File: config.mk
export PLATFORM = sky130hd
export DESIGN_NAME = regfile_wb_arbiter
export DESIGN_NICKNAME = d
export VERILOG_FILES = /design/src/rtl/regfile_pkg.sv /design/src/rtl/rr_arbiter.sv /design/src/rtl/regfile_wb_arbiter.sv
export SDC_FILE = /design/constraint.sdc
export NUM_CORES = 1
export LEC_CHECK = 0
export CORE_ASPECT_RATIO = 0.5
export CORE_MARGIN = 2
export CORE_UTILIZATION = 37
export CTS_BUF_LIST = sky130_fd_sc_hd__clkbuf_16
export CTS_CLUSTER_DIAMETER = 120
export DETAILED_ROUTE_END_ITERATION = 6
export PLACE_DENSITY_LB_ADDON = 0.3
export SLEW_MARGIN = 20
export SYNTH_ARGS = -nofsm -noshare
export SYNTH_HDL_FRONTEND = slang
export SYNTH_SLANG_ARGS = --single-unit
File: constraint.sdc
create_clock -name clk -period 3.6 [get_ports clk]
set_input_delay 0.9 -clock clk [delete_from_list [all_inputs] [get_ports clk]]
set_output_delay 0.9 -clock clk [all_outputs]
set_load 0.01 [all_outputs]
File: src/rtl/regfile_pkg.sv
`default_nettype none
// ============================================================================
//  Module      : regfile_pkg
//  Description : Shared constants and helpers for the register-file
//                write-back arbiter (default widths, x0 address, counter
//                width, round-robin wrap helper).
//  Revision    : 1.0 - initial release
// ============================================================================
package regfile_pkg;

    // Default register address and data widths
    localparam int c_aw_default = 5;
    localparam int c_dw_default = 32;

    // Register 0 is hard-wired; writes to it are consumed but never issued
    localparam int c_x0_addr    = 0;

    // Width of the committed-write counter
    localparam int c_wr_count_w = 16;

    // Returns (base + off) mod n, assuming base < n and off <= n
    function automatic int rr_wrap(input int base, input int off, input int n);
        int s;
        s = base + off;
        return (s >= n) ? (s - n) : s;
    endfunction

endpackage : regfile_pkg
`default_nettype wire

File: src/rtl/rr_arbiter.sv
`default_nettype none
// ============================================================================
//  Module      : rr_arbiter
//  Description : Combinational round-robin grant. The search begins at
//                'pointer' and wraps modulo N; the first valid requester
//                found receives a one-hot grant.
//  Revision    : 1.0 - initial release
// ============================================================================
module rr_arbiter
    import regfile_pkg::*;
#(
    parameter int N  = 3,
    parameter int PW = (N > 1) ? $clog2(N) : 1
) (
    input  logic [N-1:0]  valid,
    input  logic [PW-1:0] pointer,
    output logic [N-1:0]  grant
);

    logic w_found;

    // Scan requesters in priority order pointer, pointer+1, ... (mod N)
    always_comb begin
        grant   = '0;
        w_found = 1'b0;
        for (int k = 0; k < N; k++) begin
            for (int i = 0; i < N; i++) begin
                if (!w_found && valid[i] && (i == rr_wrap(int'(pointer), k, N))) begin
                    grant[i] = 1'b1;
                    w_found  = 1'b1;
                end
            end
        end
    end

endmodule : rr_arbiter
`default_nettype wire

File: src/rtl/regfile_wb_arbiter.sv
`default_nettype none
// ============================================================================
//  Module      : regfile_wb_arbiter
//  Description : Round-robin arbiter collecting register-file write-backs
//                from NREQ requesters. A transfer in cycle t is staged and
//                issued as a single-cycle RegWrite in t+1. Writes to x0 are
//                consumed silently. wr_count tracks committed writes.
//                Optional macro REGFILE_WB_BYPASS_EN adds two combinational
//                read-port bypass paths from the staged write.
//  Revision    : 1.0 - initial release
// ============================================================================
module regfile_wb_arbiter
    import regfile_pkg::*;
#(
    parameter int NREQ = 3,
    parameter int AW   = c_aw_default,
    parameter int DW   = c_dw_default
) (
    input  logic                    clk,
    input  logic                    rst_n,
    input  logic [NREQ-1:0]         req_valid,
    input  logic [NREQ*AW-1:0]      req_addr,
    input  logic [NREQ*DW-1:0]      req_data,
    output logic [NREQ-1:0]         req_ready,
    input  logic                    hold,
    output logic                    RegWrite,
    output logic [AW-1:0]           write_reg,
    output logic [DW-1:0]           write_data,
    output logic [c_wr_count_w-1:0] wr_count
`ifdef REGFILE_WB_BYPASS_EN
    ,
    input  logic [AW-1:0]           rd_addr_1,
    input  logic [AW-1:0]           rd_addr_2,
    input  logic [DW-1:0]           rf_data_1,
    input  logic [DW-1:0]           rf_data_2,
    output logic [DW-1:0]           fwd_data_1,
    output logic [DW-1:0]           fwd_data_2
`endif
);

    localparam int c_ptr_w = (NREQ > 1) ? $clog2(NREQ) : 1;

    logic [c_ptr_w-1:0]      r_ptr;
    logic                    r_reg_write;
    logic [AW-1:0]           r_write_reg;
    logic [DW-1:0]           r_write_data;
    logic [c_wr_count_w-1:0] r_wr_count;

    logic [NREQ-1:0]         w_grant;
    logic                    w_xfer;
    logic                    w_wr_en;
    logic [AW-1:0]           w_sel_addr;
    logic [DW-1:0]           w_sel_data;
    logic [c_ptr_w-1:0]      w_ptr_next;

    rr_arbiter #(
        .N  (NREQ),
        .PW (c_ptr_w)
    ) u_rr_arbiter (
        .valid   (req_valid),
        .pointer (r_ptr),
        .grant   (w_grant)
    );

    // Grants are suppressed while frozen or held in reset
    assign req_ready = (rst_n && !hold) ? w_grant : '0;

    // Select the granted requester's payload and the next priority pointer
    always_comb begin
        w_xfer     = 1'b0;
        w_sel_addr = '0;
        w_sel_data = '0;
        w_ptr_next = r_ptr;
        for (int i = 0; i < NREQ; i++) begin
            if (req_valid[i] && req_ready[i]) begin
                w_xfer     = 1'b1;
                w_sel_addr = req_addr[i*AW +: AW];
                w_sel_data = req_data[i*DW +: DW];
                w_ptr_next = c_ptr_w'(rr_wrap(i, 1, NREQ));
            end
        end
    end

    // A transfer to x0 is accepted but never reaches the register file
    assign w_wr_en = w_xfer && (w_sel_addr != AW'(c_x0_addr));

    // Priority pointer advances past the requester just served
    always_ff @(posedge clk or negedge rst_n) begin
        if (!rst_n) begin
            r_ptr <= '0;
        end else if (w_xfer) begin
            r_ptr <= w_ptr_next;
        end
    end

    // Stage the write for one-cycle issue; address/data hold when idle
    always_ff @(posedge clk or negedge rst_n) begin
        if (!rst_n) begin
            r_reg_write  <= 1'b0;
            r_write_reg  <= '0;
            r_write_data <= '0;
        end else begin
            r_reg_write <= w_wr_en;
            if (w_wr_en) begin
                r_write_reg  <= w_sel_addr;
                r_write_data <= w_sel_data;
            end
        end
    end

    // Count committed writes; it advances together with the RegWrite pulse
    always_ff @(posedge clk or negedge rst_n) begin
        if (!rst_n) begin
            r_wr_count <= '0;
        end else if (w_wr_en) begin
            r_wr_count <= r_wr_count + 1'b1;
        end
    end

    assign RegWrite   = r_reg_write;
    assign write_reg  = r_write_reg;
    assign write_data = r_write_data;
    assign wr_count   = r_wr_count;

`ifdef REGFILE_WB_BYPASS_EN
    // Forward the issuing write to read port 1 when addresses match
    always_comb begin
        fwd_data_1 = rf_data_1;
        if (r_reg_write && (r_write_reg == rd_addr_1) && (rd_addr_1 != AW'(c_x0_addr))) begin
            fwd_data_1 = r_write_data;
        end
    end

    // Forward the issuing write to read port 2 when addresses match
    always_comb begin
        fwd_data_2 = rf_data_2;
        if (r_reg_write && (r_write_reg == rd_addr_2) && (rd_addr_2 != AW'(c_x0_addr))) begin
            fwd_data_2 = r_write_data;
        end
    end
`endif

endmodule : regfile_wb_arbiter
`default_nettype wire
# After elaboration in Yosys (flattened, before gate mapping)
# Index checks and enable logic that the tools add are counted.
classes:
  n_addsub: 6
  magnitude_cmp: 3
  eq_ne: 6
  n_mux: 32
  reduce_logical: 37
op_table:
  columns: ["operator", "n"]
  rows:
  - ["32-bit two-way mux", 6]
  - ["2-bit by 32-bit equality test with 1-bit output (first input constant)", 3]
  - ["3-bit by 32-bit equality test with 1-bit output (first input constant)", 3]
  - ["32-bit zero test", 3]
  - ["32-bit by 3-bit greater-or-equal comparator with 1-bit output (second input constant)", 2]
  - ["32-bit by 3-bit subtractor with 32-bit output (second input constant)", 2]
  - ["1-bit logical AND", 22]
  - ["1-bit two-way mux", 19]
  - ["16-bit by 1-bit adder with 16-bit output (second input constant)", 1]
  - ["5-bit two-way mux", 3]
  - ["1-bit zero test", 9]
  - ["2-bit two-way mux", 3]
  - ["5-bit nonzero test", 1]
  - ["2-bit by 1-bit adder with 3-bit output (second input constant)", 1]
  - ["2-bit by 2-bit adder with 3-bit output (second input constant)", 1]
  - ["3-bit two-way mux", 1]
  - ["3-bit nonzero test", 1]
  - ["2-bit by 2-bit subtractor with 3-bit output (second input constant)", 1]
  - ["2-bit greater-or-equal comparator (second input constant)", 1]
  - ["2-bit AND reduction", 1]
word_totals:
  ff_bits: 56
  inputBits: 117
  out_inout_bits: 57
  word_cells: 89

# Depth between registers and ports, before layout
depth:
  depth_word: 44
  ltp_mapped: 13
  depth_no_buf: 10

# Hierarchy
# From an unflattened synthesis, not the netlist that was laid out.
hier_totals:
  hier_cells: 269
  area_unflattened_um2: 2962.8
by_module_without_submodules:
  columns: ["module", "n_inst", "cells_per_inst", "area_each_um2", "seq_area_each_um2"]
  rows:
  - ["regfile_wb_arbiter", 1, 254, 2842.7, 1401.3]
  - ["rr_arbiter", 1, 15, 120.1, 0.0]

# Worst setup path after synthesis
# Ideal clock, no wire load.
synth_path:
  path_kind: "input port to output port"
  startpoint: "input port req_valid[0]"
  endpoint: "output port req_ready[2]"
  t_arrival_ps: 2017
  t_required_ps: 2700
  slack_ps: 683
  stages: 5
  n_path_buf: 2
  path_cell_list: "nand2_1 -> nand3_1 -> a211oi_1 -> clkbuf_1 -> clkbuf_1"
synth_via:
  elab_chain_len: 35
  elab_cells_between_ends: 37
  cone_classes: "mux: 12; reduce/logical: 25"
synth_lines:
  columns: ["item", "line", "rtl"]
  rows:
  - ["start, declared", "regfile_wb_arbiter.sv:21", "input logic [NREQ-1:0] req_valid,"]
  - ["1-bit logical AND", "rr_arbiter.sv:28", "if (!w_found && valid[i] && (i == rr_wrap(int'(pointer), k, N))) begin"]
  - ["1-bit two-way mux", "rr_arbiter.sv:28", null]
  - ["1-bit zero test", "rr_arbiter.sv:28", null]
  - ["1-bit logical AND (2 in a row)", "rr_arbiter.sv:28", null]
  - ["1-bit two-way mux", "rr_arbiter.sv:28", null]
  - ["1-bit zero test", "rr_arbiter.sv:28", null]
  - ["1-bit logical AND (2 in a row)", "rr_arbiter.sv:28", null]
  - ["1-bit two-way mux", "rr_arbiter.sv:28", null]
  - ["(+15 left out)", null, null]
  - ["1-bit two-way mux", "rr_arbiter.sv:28", null]
  - ["1-bit zero test", "rr_arbiter.sv:28", null]
  - ["1-bit logical AND (2 in a row)", "rr_arbiter.sv:28", null]
  - ["1-bit two-way mux", "rr_arbiter.sv:28", null]
  - ["1-bit zero test", "rr_arbiter.sv:28", null]
  - ["1-bit logical AND (2 in a row)", "rr_arbiter.sv:28", null]
  - ["1-bit two-way mux *", "rr_arbiter.sv:28", null]
  - ["3-bit two-way mux *", "regfile_wb_arbiter.sv:66", "assign req_ready = (rst_n && !hold) ? w_grant : '0;"]
  - ["end, declared", "regfile_wb_arbiter.sv:24", "output logic [NREQ-1:0] req_ready,"]
# Mark *: on every way between the ends. The rest lies on a longest branch, timed or not.

# Worst setup path in the final report
# Same ends and word-level chain as after synthesis.

==> results <==
- Dividing total power by cell area gives a power density of roughly 700 nW/um^2.
- The clock sink count is 56.
- Dividing the final minimum period by the clock period gives 0.954.
- The largest clock skew in the final design is ~4.2 ps.
- For the pin with the worst max-slew slack, the measured transition is a little under 700 ps.
- The worst endpoint data arrival time is 2530 ps.
- The library cells used most frequently in the layout, excluding fill and tap cells, are clkdlybuf4s50_1 (172), dfrtp_1 (56), nor2_1 (35), a222oi_1 (34), a21oi_1 (33).
- The number of global-route vias before repair is ~2.9k.
- The register with the most flip-flops in the layout has 32 of them.
- Routability-driven placement finished with a final weighted congestion of ~0.78.
- The area of the die is between 8000 and 9000 um^2.
- The total of buffers placed on input and output ports is 173.
- The half-perimeter wire length after placement is about 7 mm.
- The worst hold path belongs to the class in -> async.
- The final wirelength is between 8 and 9 mm.
- The static leakage is 0.00186 uW.
- In this run, synthesis produced a sequential element count of 56.
- Setup repair after global routing left no endpoint under its margin.
- The starting density of the core is 0.394.
- The post-detailed-route via-to-cell ratio is between 5 and 6.
- The worst setup path is of the in -> out kind.
- STA classifies the critical path endpoint as an output port.
- TritonCTS built the clock tree.
- The clock passes through at most 2 buffers.
- The number of antenna cells inserted is 0.
- Setup violations remaining at the end of the flow were counted as 0.
- The flow ran to the end, and the final reports show no timing, DRC or antenna violations.
- Fill cells in the final layout number 529.
- The total global routing overflow is 0.
- The footprint of the flip-flops and latches is about 1400 um^2.
- The die height is around 65 um.
- The max-cap check violation count is 0.
- The remaining antenna violation count after routing is 0.
- The later-pin clock latency in the skew report is about 290 ps.
- The portion of the post-synthesis area used by sequential elements is 0.517.
- The first detailed-routing pass ran for 7 iterations.
- The total number of vias is around 2.8k.
- The relative max-transition margin is 0.547.
- The number of top-level pins is between 150 and 200.
- Entering global routing, the biggest net connects 56 pins.
- The average wire per cell in the routed design is 17.1 um.
- The wire length of the first global-routing pass is 14.4 mm.
- For this run, design rule violations remaining after detail routing come to 0.
- The final-report hold violation count came to 0.
- The layout overhead on the synthesized area is 73.5%.
- The floorplan step set the die width to approximately 130 um.
- Clock-pin slew was measured on the worst setup and hold paths at 60 ps.
- After floorplanning, the core was divided into 21 placement rows.
- The design draws 3320 uW.
- The number of DRC violations after detailed-routing iteration 0 is about 310.
- Summing all multi-input logic gate instances after layout gives 1190 um^2.
- The biggest fanout along the worst timing path is 4.
- The number of antenna violations at the first check in global routing came to 0.
- The data required time of the worst path is between 2000 and 3000 ps.
- For the final routed database, the setup TNS stands at 0 ps.
- Synthesis produced a netlist whose cell count is around 260.
- The highest clock frequency the design can meet is 291 MHz.
- The max-slew violation count is 0.
- CTS built an H-tree with a depth of 2.
- Clock tree synthesis inserted a total of 5 buffers.
- The overall global routing resource usage is 0.222.
- The cell sitting at the root of the clock tree is a clkbuf_16.
- The number of nets in the synthesized netlist is 381.
- The average instance area after synthesis is between 10 and 15 um^2.
- The library cell used most frequently in the layout, excluding fill and tap cells, is clkdlybuf4s50_1.
- The distinct cell type count after synthesis is 37.
- For this run, the number of Yosys warnings is 0.
- The summed instance area of the synthesized netlist is about 2700 um^2.
- After clock tree synthesis, the setup repair step added 0 buffers.
- The clock period could shrink to 3430 ps.
- The total area inside the core boundary comes to 6880 um^2.
- The sort of element at the start of the critical path is an input port.
- At the end of the flow, the number of nets in the layout was around 550.
- The peak ir drop on the vdd network is about 0.00031 V.
- The share of post-route cells with drive strength above 1 is 0.0536.
## worst paths after layout
path | cells past startpoint | startpoint | to | slack [ps]
worst min-delay path | 1 | rst_n | r_ptr[1] | 420
worst max-delay path | 5 | req_valid[0] | req_ready[2] | 170
worst max register to register | 11 | r_ptr[0] | wr_count[1] | 450
max in group asynchronous | 2 | rst_n | write_data[1] | 2290
worst min register to register | 1 | wr_count[15] | wr_count[15] | 480
min in group clk | 1 | wr_count[15] | wr_count[15] | 480
## routing by layer
layer	global-route usage	wire (um)
met1	0.261	3530
met2	0.417	4950
met3	0.0462	330
met4	0.0653	118
met5	0	0
## cells in the mapped netlist, drive strengths merged
cell / number / share of area
xnor2: 14 / 0.045
inv: 7 / 0.0097
nor2: 36 / 0.050
a22oi: 2 / 0.0055
or2: 2 / 0.0046
ha: 3 / 0.014
nand3: 10 / 0.018
dfrtp: 56 / 0.52
or3: 1 / 0.0023
a32oi: 1 / 0.0060
buf: 8 / 0.025
a221oi: 1 / 0.0032
a211oi: 1 / 0.0028
nor3: 1 / 0.0018
o21ai: 5 / 0.0092
o211a: 1 / 0.0037
nand4: 6 / 0.016
a31o: 1 / 0.0032
o22ai: 1 / 0.0023
mux2: 1 / 0.0055
nand2b: 3 / 0.0069
and2: 4 / 0.0092
nand2: 6 / 0.0083
a21boi: 1 / 0.0028
clkbuf: 14 / 0.019
o311a: 1 / 0.0037
and3: 3 / 0.0069
nand3b: 1 / 0.0028
a21oi: 33 / 0.061
a222oi: 34 / 0.13
nor2b: 2 / 0.0046
xor2: 1 / 0.0032
## area by class of cell
class,instances,share of cell area
clock inverters,3,0.00798
flip-flops and latches,56,0.298
clock buffers,5,0.0266
repair buffers,182,0.384
inverters,7,0.00559
multi-input cells,176,0.253
well taps,92,0.0245
## cells by family (layout without fill, tap and decap cells)
family / count (synthesis) / after routing / share of synthesized area
muxes: 1 / 1 / 0.00554
adders and majority gates: 3 / 3 / 0.0139
AOI/OAI and AO/OA: 82 / 82 / 0.229
buffers and inverters: 29 / 197 / 0.0540
xor gates and xnor gates: 15 / 15 / 0.0485
and+or+nand+nor: 75 / 75 / 0.132
DFF: 56 / 56 / 0.517
## through the flow
| step | std cells | util | hold slack [ps] | setup WS, ps | area (um^2) |
|---|---|---|---|---|---|
| 2_1_floorplan | 261 | - | 505 | 683 | 2710 |
| 3_5_place_dp | 513 | 0.659 | 473 | 46.9 | 4540 |
| 6_report | 521 | 0.683 | 424 | 166 | 4700 |
| 5_1_grt | 521 | 0.683 | 418 | 36.6 | 4700 |
| 4_1_cts | 521 | 0.682 | 424 | 73.6 | 4700 |
| 3_3_place_gp | 513 | 0.659 | 467 | 136 | 4540 |
## power by group
group | total (uW) | switching, uW | internal [uW]
registers | 1060 | 163 | 900
clock network | 536 | 212 | 324
logic | 1720 | 828 | 890
total | 3320 | 1200 | 2110
## what timing repair did
| action | CTS | global route |
|---|---|---|
| hold buffers | 0 | 0 |
| endpoints found under the setup margin | 0 | 1 |
| resized for setup | 0 | 1 |
| endpoints found under the hold margin | 0 | 0 |
## critical path, stage by stage
cell and delay [ps]:
clkdlybuf4s50_1 470, nand2_1 150, nand3_1 130, a211oi_4 250
clkdlybuf4s50_1 630
No activity file was read; power rests on OpenSTA's default activity.
